**src/rtl/spi_slave.sv**
```systemverilog
// spi_slave: SPI mode-0 slave, MSB first, oversampled on the system clock
// with a one-entry transmit buffer and strobed receive words.
module spi_slave #(
    parameter int DATA_WIDTH = 8,
    parameter int SYNC_STAGES = 2,
    parameter logic [DATA_WIDTH-1:0] IDLE_WORD = 8'hFF
) (
    input  logic                  clk,
    input  logic                  rst,
    input  logic                  sclk,
    input  logic                  ss,
    input  logic                  mosi,
    output logic                  miso,
    output logic                  miso_oe,
    input  logic [DATA_WIDTH-1:0] tx_data,
    input  logic                  tx_valid,
    output logic                  tx_ready,
    output logic [DATA_WIDTH-1:0] rx_data,
    output logic                  rx_valid,
    output logic                  busy,
    output logic                  underrun,
    output logic                  abort,
    output logic [31:0]           debug
);
    localparam int CW = $clog2(DATA_WIDTH);

    typedef enum logic {IDLE, ACTIVE} state_t;
    state_t state;

    logic [SYNC_STAGES-1:0] sclk_sync, ss_sync, mosi_sync;
    logic                   prev_sclk, prev_ss;
    logic                   sync_sclk, sync_ss, sync_mosi;
    logic                   rise, fall, ss_fall, ss_rise;
    logic                   active, load, shift;
    logic [DATA_WIDTH-1:0]  tx_shift, rx_shift, tx_buf;
    logic [CW-1:0]          bit_cnt;
    logic                   reload;
    logic [2*DATA_WIDTH+15:0] debug_full;

    assign sync_sclk = sclk_sync[SYNC_STAGES-1];
    assign sync_ss   = ss_sync[SYNC_STAGES-1];
    assign sync_mosi = mosi_sync[SYNC_STAGES-1];
    assign rise      = sync_sclk & ~prev_sclk;
    assign fall      = ~sync_sclk & prev_sclk;
    assign ss_fall   = ~sync_ss & prev_ss;
    assign ss_rise   = sync_ss & ~prev_ss;
    assign active    = state == ACTIVE;

    // ss deassertion outranks any sclk edge seen in the same cycle
    assign load  = (!active && ss_fall) || (active && !ss_rise && fall && reload);
    assign shift = active && !ss_rise && fall && !reload;

    assign miso    = active ? tx_shift[DATA_WIDTH-1] : 1'b1;
    assign miso_oe = active;
    assign busy    = active;

    assign debug_full = {tx_shift, rx_shift, 11'b0, 4'(bit_cnt), active};
    assign debug      = 32'(debug_full);

    always_ff @(posedge clk or negedge rst) begin
        if (!rst) begin
            sclk_sync <= '0;
            ss_sync   <= '1;
            mosi_sync <= '1;
            prev_sclk <= 1'b0;
            prev_ss   <= 1'b1;
            state     <= IDLE;
            tx_shift  <= '0;
            rx_shift  <= '0;
            tx_buf    <= '0;
            tx_ready  <= 1'b1;
            bit_cnt   <= '0;
            reload    <= 1'b0;
            rx_data   <= '0;
            rx_valid  <= 1'b0;
            underrun  <= 1'b0;
            abort     <= 1'b0;
        end else begin
            sclk_sync <= {sclk_sync[SYNC_STAGES-2:0], sclk};
            ss_sync   <= {ss_sync[SYNC_STAGES-2:0], ss};
            mosi_sync <= {mosi_sync[SYNC_STAGES-2:0], mosi};
            prev_sclk <= sync_sclk;
            prev_ss   <= sync_ss;
            rx_valid  <= 1'b0;
            underrun  <= 1'b0;
            abort     <= 1'b0;
            if (tx_valid && tx_ready) begin
                tx_buf   <= tx_data;
                tx_ready <= 1'b0;
            end
            // a reload uses the buffer state from before this cycle's write
            if (load) begin
                if (!tx_ready) begin
                    tx_shift <= tx_buf;
                    tx_ready <= 1'b1;
                end else begin
                    tx_shift <= IDLE_WORD;
                    underrun <= 1'b1;
                end
            end
            if (shift)
                tx_shift <= {tx_shift[DATA_WIDTH-2:0], 1'b0};
            if (!active) begin
                if (ss_fall) begin
                    state   <= ACTIVE;
                    bit_cnt <= '0;
                    reload  <= 1'b0;
                end
            end else if (ss_rise) begin
                state    <= IDLE;
                abort    <= bit_cnt != '0;
                bit_cnt  <= '0;
                rx_shift <= '0;
                reload   <= 1'b0;
            end else begin
                if (fall)
                    reload <= 1'b0;
                if (rise) begin
                    rx_shift <= {rx_shift[DATA_WIDTH-2:0], sync_mosi};
                    if (bit_cnt == CW'(DATA_WIDTH - 1)) begin
                        rx_data  <= {rx_shift[DATA_WIDTH-2:0], sync_mosi};
                        rx_valid <= 1'b1;
                        bit_cnt  <= '0;
                        reload   <= 1'b1;
                    end else begin
                        bit_cnt <= bit_cnt + 1'b1;
                    end
                end
            end
        end
    end
endmodule

```
**config.mk**
```make
export PLATFORM = sky130hd
export DESIGN_NAME = spi_slave
export DESIGN_NICKNAME = d
export VERILOG_FILES = /design/src/rtl/spi_slave.sv
export SDC_FILE = /design/constraint.sdc
export NUM_CORES = 1
export LEC_CHECK = 0
export CAP_MARGIN = 5
export CORE_ASPECT_RATIO = 0.75
export CORE_MARGIN = 2
export CORE_UTILIZATION = 42
export DETAILED_ROUTE_END_ITERATION = 6
export GPL_TIMING_DRIVEN = 0
export PLACE_DENSITY = 0.78
export SYNTH_ARGS = -nofsm -noshare
export SYNTH_HDL_FRONTEND = slang
export SYNTH_SLANG_ARGS = --single-unit
```
**constraint.sdc**
```tcl
create_clock -name clk -period 1.6 [get_ports clk]
set_input_delay 0.32 -clock clk [delete_from_list [all_inputs] [get_ports clk]]
set_output_delay 0.32 -clock clk [all_outputs]
set_load 0.03 [all_outputs]
```
==> summary.md <==
| Metric | Value |
|---|---|
| FP Rows | `22` |
| Ports | `between 60 and 70` |
| Commonest non-fill, non-tap cell in the layout | `dfrtp_1` |
| Global Route Usage Sum | `between 10% and 20%` |
| Outcome | `finished with violations` |
| Initial antenna violation count | `0` |
| WHS | `about 360 ps` |
| Worst Setup End Kind | `flop` |
| Sw Ratio | `34.4%` |
| # DRC | `0` |
| Final period utilization | `107%` |
| CTS Buffer Depth | `2` |
| Register bit total from synthesis | `around 50` |
| GR met2 Demand/Resource | `about a quarter` |
| Capturing point of the worst reg2reg path | `tx_shift[2]` |
| DRT Pass-1 Iters | `6` |
| Total Power | `between 3 and 4 mW` |
| Gate power share | `between 30% and 40%` |
| Ys flop type | `dfrtp_1` |
| Drt initial violations | `approximately 110` |
| Commonest cells after routing, fill and taps aside | `41 x dfrtp_1, 34 x dlygate4sd2_1, 26 x buf_4` |
| Pwr dens | `1330 mW/mm^2` |
| Crit Path Class | `reg2reg` |
| Post-DP HPWL | `roughly 2.8 mm` |
| Most used routing layer | `met2` |
| Failing checks | `negative setup slack` |
| Final setup fails | `16` |
| Grt met1 use | `a little under a quarter` |
| Hold EP | `mosi_sync[1]` |
| Hold Path Depth | `0` |
| Fmax achieved | `between 500 and 600 MHz` |
| CP required | `about 1800 ps` |
| Vias in the first global route | `1400` |
| Syn Area/Cell | `between 10 and 15 um^2` |
| Area growth, synth to finish | `39.2%` |
| # port buffers | `48` |
| Die area | `roughly 0.0056 mm^2` |
| Startpoint types | `flop` |
| WL/cell | `approximately 14 um` |
| Number of library cell types mapped by synthesis | `34` |
| TritonCTS clock tree | `built` |
| RR Startpoint | `prev_ss` |
| Reg2reg setup slack | `-110 ps` |
| Total Routed Length | `roughly 4.2 mm` |
| Synthesized area | `between 0.002 and 0.0025 mm^2` |
| Via count | `between 1000 and 1500` |
| Worst Clk Skew | `~11 ps` |
| Clock slew at reported path FFs | `roughly 90 ps` |
| Worst vdd ir | `0.587 mV` |
| Async SR Flop Fraction | `100%` |
| Seq/Total Area, Yosys | `58.4%` |
| Max-Cap Viols | `0` |
| Fin. Hold Viols | `0` |
| Clock share of power | `between 20% and 30%` |
| First-pass GRT wire length | `just under 7 mm` |
| H-tree depth | `2` |
| Die X-Extent | `between 80 and 90 um` |
| Crit path DAT | `around 1900 ps` |
| Reg power frac | `between 40% and 50%` |
| Worst-path maximum fanout | `9` |
| Fin. max-slew vios | `0` |
| Yosys warning count | `0` |
| Post-synth EDFFs | `0` |
| Beginning of the worst hold path | `mosi_sync[0]` |
| Clk root buf | `clkbuf_8` |
| CTS buffer count | `5` |
| Hold crit path type | `reg2reg` |
| Post-route ant nets | `0` |
| Core area | `0.00487 mm^2` |
| Gr ovfl total | `0` |
| Post-Synthesis Cells | `roughly 170` |
| Share of post-route cells with drive strength above 1 | `roughly 30%` |
| Setup WS post-layout | `-107 ps` |
| Global routing usage on met3 | `about 3.1%` |
| Net Switching | `roughly 1.3 mW` |
| Filler instances | `420` |
| R2R cell count | `4` |
| Internal power | `about 2.6 mW` |
| Antenna diode count | `0` |
| Min Tclk post-route | `roughly 1700 ps` |
| Worst-Skew Late Latency | `about 300 ps` |
| Largest net degree at the start of global routing | `37` |
| Gpl congestion | `about 0.83` |
| Layout Nets | `~260` |
| Initial Util | `43.3%` |
| RSZ-0062 raised after global routing | `yes` |
| Clk sinks | `49` |
| Post-DR vias/cell | `~4.9` |
| Leak Pwr | `around 1.5 nW` |
| DIE HEIGHT | `between 60 and 70 um` |
[how the worst max path moves through the flow]
| stage | from | to | slack [ps] |
|---|---|---|---|
| after floorplan | prev_ss | rx_data[1] | -100 |
| after global placement | rst | busy | -1340 |
| after detailed placement | prev_ss | rx_data[1] | -290 |
| after CTS | prev_ss | tx_shift[2] | -110 |
| after global routing | prev_ss | tx_shift[2] | -190 |
| final | prev_ss | tx_shift[2] | -110 |
[area by class of cell]
type,instances,area (um^2),share of cell area (%)
clock buffer,6,82.6,2.81
tap,60,75.1,2.55
buffer,17,128,4.34
multi-input combinational,107,811,27.6
timing repair buffer,62,551,18.7
clock inverter,2,41.3,1.40
inverter,4,15.0,0.511
sequential,49,1240,42.1
[per-stage QoR]
step	setup TNS (ps)	instances	worst slack, ps	utilization (%)	cell area (um^2)
final	-1030	307	-107	60.3	2940
after global routing	-2110	307	-189	60.3	2940
after CTS	-1140	303	-110	59.6	2910
after detailed placement	-3490	286	-293	56.0	2730
after global placement	-57560	285	-1340	55.7	2710
after floorplan	-1090	177	-95.8	-	2160
[sequential cells by signal (all words and copies together), names as in the netlist]
name / flops
bit_cnt: 3
mosi_sync: 2
tx_buf: 8
prev_sclk: 1
abort: 1
reload: 1
underrun: 1
sclk_sync: 2
ss_sync: 2
busy: 1
tx_ready: 1
prev_ss: 1
rx_valid: 1
rx_data: 8
rx_shift: 8
tx_shift: 8
[power by group through the flow]
stage / combinational (mW) / sequential (mW) / clock (mW)
after floorplan: 0.542 / 1.98 / 0
after global placement: 1.28 / 1.72 / 0
after detailed placement: 1.30 / 1.73 / 0
after CTS: 1.24 / 1.71 / 0.966
after global routing: 1.35 / 1.75 / 1.02
final: 1.25 / 1.71 / 0.942
[cells in the mapped netlist (4+ instances only)]
cell | n | area [um^2]
dfrtp_1 | 43 | 1080
buf_4 | 14 | 105
nand2_1 | 13 | 48.8
a21oi_1 | 9 | 45.0
a22o_1 | 8 | 70.1
mux2_2 | 8 | 90.1
mux2_4 | 8 | 120
nor2_1 | 8 | 30.0
dfstp_2 | 6 | 158
a221o_1 | 5 | 50.1
o21ai_0 | 5 | 25.0
inv_1 | 4 | 15.0
nand2b_1 | 4 | 25.0
[repair_timing]
action	4_1_cts	5_1_grt
buffers inserted	8	4
setup endpoints to repair	54	25
pin swaps	8	4
cloned	1	0
resized for setup	43	7
hold buffers	1	0
endpoints found under the hold margin	13	0
[cell families after synthesis]
group | synth area share (%)
flops | 58.4
compound gates | 11.5
other cells | 0.178
mux | 9.95
fa+ha+maj | 1.78
simple gates | 11.4
buf+inv | 6.75
[layer usage]
metal	vias to the layer above	wire length [um]	share of wire [%]
met5	-	0	0
met2	42	1990	47
met1	726	1990	47
met3	5	208	4.9
li1	724	-	-
met4	0	57	1.3
[critical path, cell delays in order (launching register included)]
cell,delay (ps)
dfstp_2,580
or3b_4,380
and3b_1,190
buf_6,140
a221o_1,300
Power figures use the tool's default switching activity.
